<file path="config.mk">
export PLATFORM = sky130hd
export DESIGN_NAME = mem_port_arbiter
export DESIGN_NICKNAME = d
export VERILOG_FILES = /design/src/rtl/mem_arb_pkg.sv /design/src/rtl/mem_port_arbiter_rr_pick2.sv /design/src/rtl/mem_port_arbiter.sv
export SDC_FILE = /design/constraint.sdc
export NUM_CORES = 1
export LEC_CHECK = 0
export BUFFER_PORTS_ARGS = -buffer_cell sky130_fd_sc_hd__buf_2
export CORE_UTILIZATION = 51
export DETAILED_ROUTE_END_ITERATION = 7
export PLACE_DENSITY_LB_ADDON = 0.12
export SYNTH_ARGS = -nofsm -noshare
export SYNTH_HDL_FRONTEND = slang
export SYNTH_SLANG_ARGS = --single-unit
export TNS_END_PERCENT = 1
</file>
<file path="constraint.sdc">
create_clock -name clk -period 4.3 [get_ports clk]
set_clock_uncertainty 0.05 [all_clocks]
set_input_delay 0.215 -clock clk [delete_from_list [all_inputs] [get_ports clk]]
set_output_delay 0.215 -clock clk [all_outputs]
set_load 0.01 [all_outputs]
</file>
<file path="src/rtl/mem_arb_pkg.sv">
// Shared constants for the memory port arbiter: FSM state encoding and port indices.
package mem_arb_pkg;

  typedef logic [1:0] state_t;

  localparam state_t IDLE = 2'd0;
  localparam state_t BUSY = 2'd1;
  localparam state_t DONE = 2'd2;

  localparam logic PORT_CPU = 1'b0;
  localparam logic PORT_DMA = 1'b1;

endpackage

</file>
<file path="src/rtl/mem_port_arbiter_rr_pick2.sv">
// Combinational two-way round-robin picker; on a tie the port that did not go last wins.
module rr_pick2
  import mem_arb_pkg::*;
(
  input  logic req0,
  input  logic req1,
  input  logic last_owner,
  output logic valid,
  output logic winner
);

  always_comb begin
    valid = req0 | req1;
    if (req0 && req1) begin
      winner = (last_owner == PORT_CPU) ? PORT_DMA : PORT_CPU;
    end else begin
      winner = req1 ? PORT_DMA : PORT_CPU;
    end
  end

endmodule

</file>
<file path="src/rtl/mem_port_arbiter.sv">
// Shares a single-port fixed-latency memory between the CPU (port 0) and DMA (port 1)
// using round-robin arbitration with a req/done handshake.
module mem_port_arbiter
  import mem_arb_pkg::*;
#(
  parameter int ADDR_W  = 12,
  parameter int DATA_W  = 12,
  parameter int MEM_LAT = 2
) (
  input  logic              clk,
  input  logic              rst,
  input  logic              req0,
  input  logic              we0,
  input  logic [ADDR_W-1:0] addr0,
  input  logic [DATA_W-1:0] wdata0,
  output logic              gnt0,
  output logic              done0,
  output logic [DATA_W-1:0] rdata0,
  input  logic              req1,
  input  logic              we1,
  input  logic [ADDR_W-1:0] addr1,
  input  logic [DATA_W-1:0] wdata1,
  output logic              gnt1,
  output logic              done1,
  output logic [DATA_W-1:0] rdata1,
  output logic              mem_read,
  output logic              mem_write,
  output logic [ADDR_W-1:0] mem_addr,
  output logic [DATA_W-1:0] mem_wdata,
  input  logic [DATA_W-1:0] mem_rdata
);

  if (MEM_LAT < 1 || MEM_LAT > 15) begin : g_bad_mem_lat
    $error("mem_port_arbiter: MEM_LAT must be in 1..15");
  end

  localparam logic [3:0] CNT_LOAD = 4'(MEM_LAT - 1);

  state_t      state;
  logic [3:0]  cnt;
  logic        owner;
  logic        last_owner;

  logic              pick_valid;
  logic              pick_winner;
  logic              sel_we;
  logic [ADDR_W-1:0] sel_addr;
  logic [DATA_W-1:0] sel_wdata;

  rr_pick2 u_pick (
    .req0       (req0),
    .req1       (req1),
    .last_owner (last_owner),
    .valid      (pick_valid),
    .winner     (pick_winner)
  );

  assign sel_we    = (pick_winner == PORT_DMA) ? we1    : we0;
  assign sel_addr  = (pick_winner == PORT_DMA) ? addr1  : addr0;
  assign sel_wdata = (pick_winner == PORT_DMA) ? wdata1 : wdata0;

  // NOTE: all state here is updated with non-blocking assignments so every register
  // sees pre-edge values; blocking ones would make results depend on statement order.
  always_ff @(posedge clk) begin
    if (rst) begin
      state      <= IDLE;
      cnt        <= '0;
      owner      <= PORT_CPU;
      last_owner <= PORT_DMA;
      gnt0       <= 1'b0;
      gnt1       <= 1'b0;
      done0      <= 1'b0;
      done1      <= 1'b0;
      rdata0     <= '0;
      rdata1     <= '0;
      mem_read   <= 1'b0;
      mem_write  <= 1'b0;
      mem_addr   <= '0;
      mem_wdata  <= '0;
    end else begin
      case (state)
        IDLE: begin
          if (pick_valid) begin
            owner     <= pick_winner;
            mem_addr  <= sel_addr;
            mem_wdata <= sel_wdata;
            mem_read  <= ~sel_we;
            mem_write <= sel_we;
            gnt0      <= (pick_winner == PORT_CPU);
            gnt1      <= (pick_winner == PORT_DMA);
            cnt       <= CNT_LOAD;
            state     <= BUSY;
          end
        end
        BUSY: begin
          if (cnt != 4'd0) begin
            cnt <= cnt - 4'd1;
          end else begin
            // mem_rdata is only valid in this last strobe cycle.
            if (mem_read) begin
              if (owner == PORT_CPU) rdata0 <= mem_rdata;
              else                   rdata1 <= mem_rdata;
            end
            mem_read   <= 1'b0;
            mem_write  <= 1'b0;
            done0      <= (owner == PORT_CPU);
            done1      <= (owner == PORT_DMA);
            last_owner <= owner;
            state      <= DONE;
          end
        end
        DONE: begin
          // Requests are deliberately ignored here; a held req is taken as new in IDLE.
          gnt0  <= 1'b0;
          gnt1  <= 1'b0;
          done0 <= 1'b0;
          done1 <= 1'b0;
          state <= IDLE;
        end
        default: state <= IDLE;
      endcase
    end
  end

endmodule

</file>
==> results.json <==
{
  "synth-seq-area-share": 0.4576,
  "nFillCells": 442,
  "synthesis.area_um2": 2713,
  "portBuffers": 119,
  "fin_nets": 466,
  "cp-end-kind": "flip-flop",
  "syn_to_final_growth_pct": 27.17,
  "final.period_utilization": 0.5223,
  "place_hpwl_um": 4425,
  "post-route-min-period_ns": 2.246,
  "synth_nets": 362,
  "worst-endpoint-arrival_ns": 2.45,
  "regToRegStartpoint": "cnt[0]",
  "post_cts.repair.setup_buffers": 0,
  "drv_slew": 0,
  "start_util": 0.5311,
  "die_y_um": 74.93,
  "drc": 0,
  "wl_per_cell_um": 13.37,
  "ir_worst_vdd_v": 0.0002551,
  "power.density_nw_per_um2": 412.1,
  "reg2reg_slack_ns": 2.05,
  "reg2reg_to": "rdata0[8]",
  "fin_tns_setup_ns": 0,
  "worst_slew_pin_slew_ns": 1.068,
  "synth.largest_area_cell": "dfxtp_1",
  "post-route-util": 0.6754,
  "clockRootBuffer": "clkbuf_8",
  "fin_ws_ns": 2.054,
  "cp-start-kind": "flip-flop",
  "dr.pass1.iters": 4,
  "drtIter0Drc": 138,
  "h-tree-depth": 3,
  "netlist-cell-type-count": 37,
  "max_clock_freq_ghz": 0.4453,
  "vias": 2562,
  "ys.warnings.count": 0,
  "hold_viol_final": 0,
  "cts_tree": "built",
  "grt_max_degree": 47,
  "path_cells": "inv_1, ha_1, or3b_4, nor4_4, mux2i_1",
  "dp_slack_ns": 2.027,
  "gp_congestion": 0.7835,
  "row_count": 26,
  "slowest_stage": "nor4_4",
  "grt.overflow.total": 0,
  "grt_pass1_vias": 2270,
  "setup_viol": 0,
  "clock_latency_ns": 0.33,
  "p_leak_uw": 0.001517,
  "antenna_cells": 0,
  "path_max_fanout": 20,
  "routed_wl_um": 6337,
  "worstSetupPathDepth": 5,
  "clockBufferDepth": 2,
  "viasPerCell": 5.405,
  "rsz0062_at_grt": "no",
  "cpPeakStageDelay_ns": 0.79,
  "ys_async_sr_fraction": 0,
  "startpoint": "cnt[0]",
  "syn_avg_cell_area_um2": 9.195,
  "synth_top_area_frac": 0.4576,
  "dpl_cell_area_um2": 3268,
  "postSynthCellCount": 295,
  "cts.clk_slew.worst_paths_ns": 0.07,
  "hold_class": "primary input to flip-flop",
  "cts-hold-fix-buffers": 0,
  "critPathTopFamily": "simple AND/OR/NAND/NOR gates",
  "grt_pass1_wl_um": 9908,
  "stdcell_area_um2": 3450,
  "reg2reg_depth": 5,
  "relSlewSlack": 0.2870,
  "drive_gt1_frac": 0.3515,
  "outcome": "finished, final reports clean",
  "synth_edf_count": 0,
  "ctsResizeCount": 0,
  "coreArea_um2": 5107,
  "ios": 120,
  "design.die.area_um2": 5615,
  "antenna_left": 0,
  "required_ns": 4.51,
  "layout_common_cells": "119 x buf_2, 62 x dfxtp_1, 45 x a21oi_1",
  "grt_use_total": 0.2342,
  "cp.buffers_inverters": 1,
  "die_w_um": 74.93,
  "maxCapViolCount": 0,
  "crit_type": "flip-flop to flip-flop",
  "endpoint": "rdata0[8]",
  "synth_seq_cells": 62,
  "cts.sinks": 62,
  "yosys-top-cells-area": "dfxtp_1 46%, mux2i_1 13%, a21oi_1 8.3%, a211oi_1 6.6%, nand2_1 3.7%",
  "layout_commonest_cell": "buf_2",
  "synth_ff_type": "dfxtp_1",
  "antenna_found_initial": 0,
  "cts_made_buffers": 9
}
[through the flow]
stage	total power [uW]	hold WS, ns	instances
final	1422	0.08794	474
after global routing	1496	0.08675	474
after CTS	1431	0.07725	474
after detailed placement	959.6	0.3966	458
after global placement	952.8	0.3885	458
after floorplan	865.1	0.3071	295
[routing by layer]
metal  share of wire  GRT usage
met4           0.016     0.1111
met2            0.47     0.3874
met3           0.064    0.05355
met5               0          0
met1            0.45     0.2893
[state kept, by name (all words and copies together), names as in the netlist]
name	flops
cnt	4
last_owner	1
mem_addr	12
rdata0	12
mem_read	1
mem_write	1
gnt0	1
gnt1	1
mem_wdata	12
owner	1
done0	1
rdata1	12
done1	1
state	2
[kinds of logic (layout without fill, tap and decap cells)]
logic type | Yosys count | count (layout) | share of synthesized area
muxes | 37 | 37 | 0.1370
adders and majority gates | 1 | 1 | 0.004612
DFF | 62 | 62 | 0.4576
and+or+nand+nor | 66 | 66 | 0.1296
buffers and inverters | 32 | 141 | 0.06088
AOI/OAI and AO/OA | 97 | 97 | 0.2103
[worst min-delay path, delay by kind of cell]
kind,cells,cell delay (ns)
AOI/OAI and AO/OA,1,0.05
buffers and inverters,1,0.11
and+or+nand+nor,1,0.06
[power breakdown]
group | switching, uW | internal [uW]
registers | 28.8 | 623
logic | 172 | 121
clock network | 213 | 264
total | 414 | 1010
[cell type report]
type | instances | area [um2] | share of cell area
repair buffers | 120 | 603.1 | 0.1748
clock buffers | 11 | 131.4 | 0.03808
clock inverters | 5 | 50.05 | 0.01451
inverters | 5 | 18.77 | 0.005441
multi-input cells | 201 | 1318 | 0.3819
flip-flops and latches | 62 | 1241 | 0.3598
well taps | 70 | 87.58 | 0.02539
[Yosys cell counts (2+ instances only)]
library cell / n
a211oi_1: 24
a21oi_1: 45
buf_2: 8
buf_6: 4
clkbuf_1: 12
dfxtp_1: 62
inv_1: 5
mux2i_1: 36
nand2_1: 27
nand2b_1: 2
nand3_1: 16
nor2_1: 2
nor2_2: 2
nor3_1: 3
o211ai_1: 3
o21ai_0: 19
or3_1: 4
or4_1: 2
[how the worst min path moves through the flow]
stage / depth (start not counted) / to / startpoint
2_1_floorplan: 2 / rdata0[0] / mem_rdata[0]
3_3_place_gp: 2 / rdata0[7] / rdata0[7]
3_5_place_dp: 2 / rdata0[3] / rdata0[3]
4_1_cts: 3 / rdata0[0] / mem_rdata[0]
5_1_grt: 3 / rdata0[1] / mem_rdata[1]
6_report: 3 / rdata1[9] / mem_rdata[9]
(Power assumes the default switching activity.)
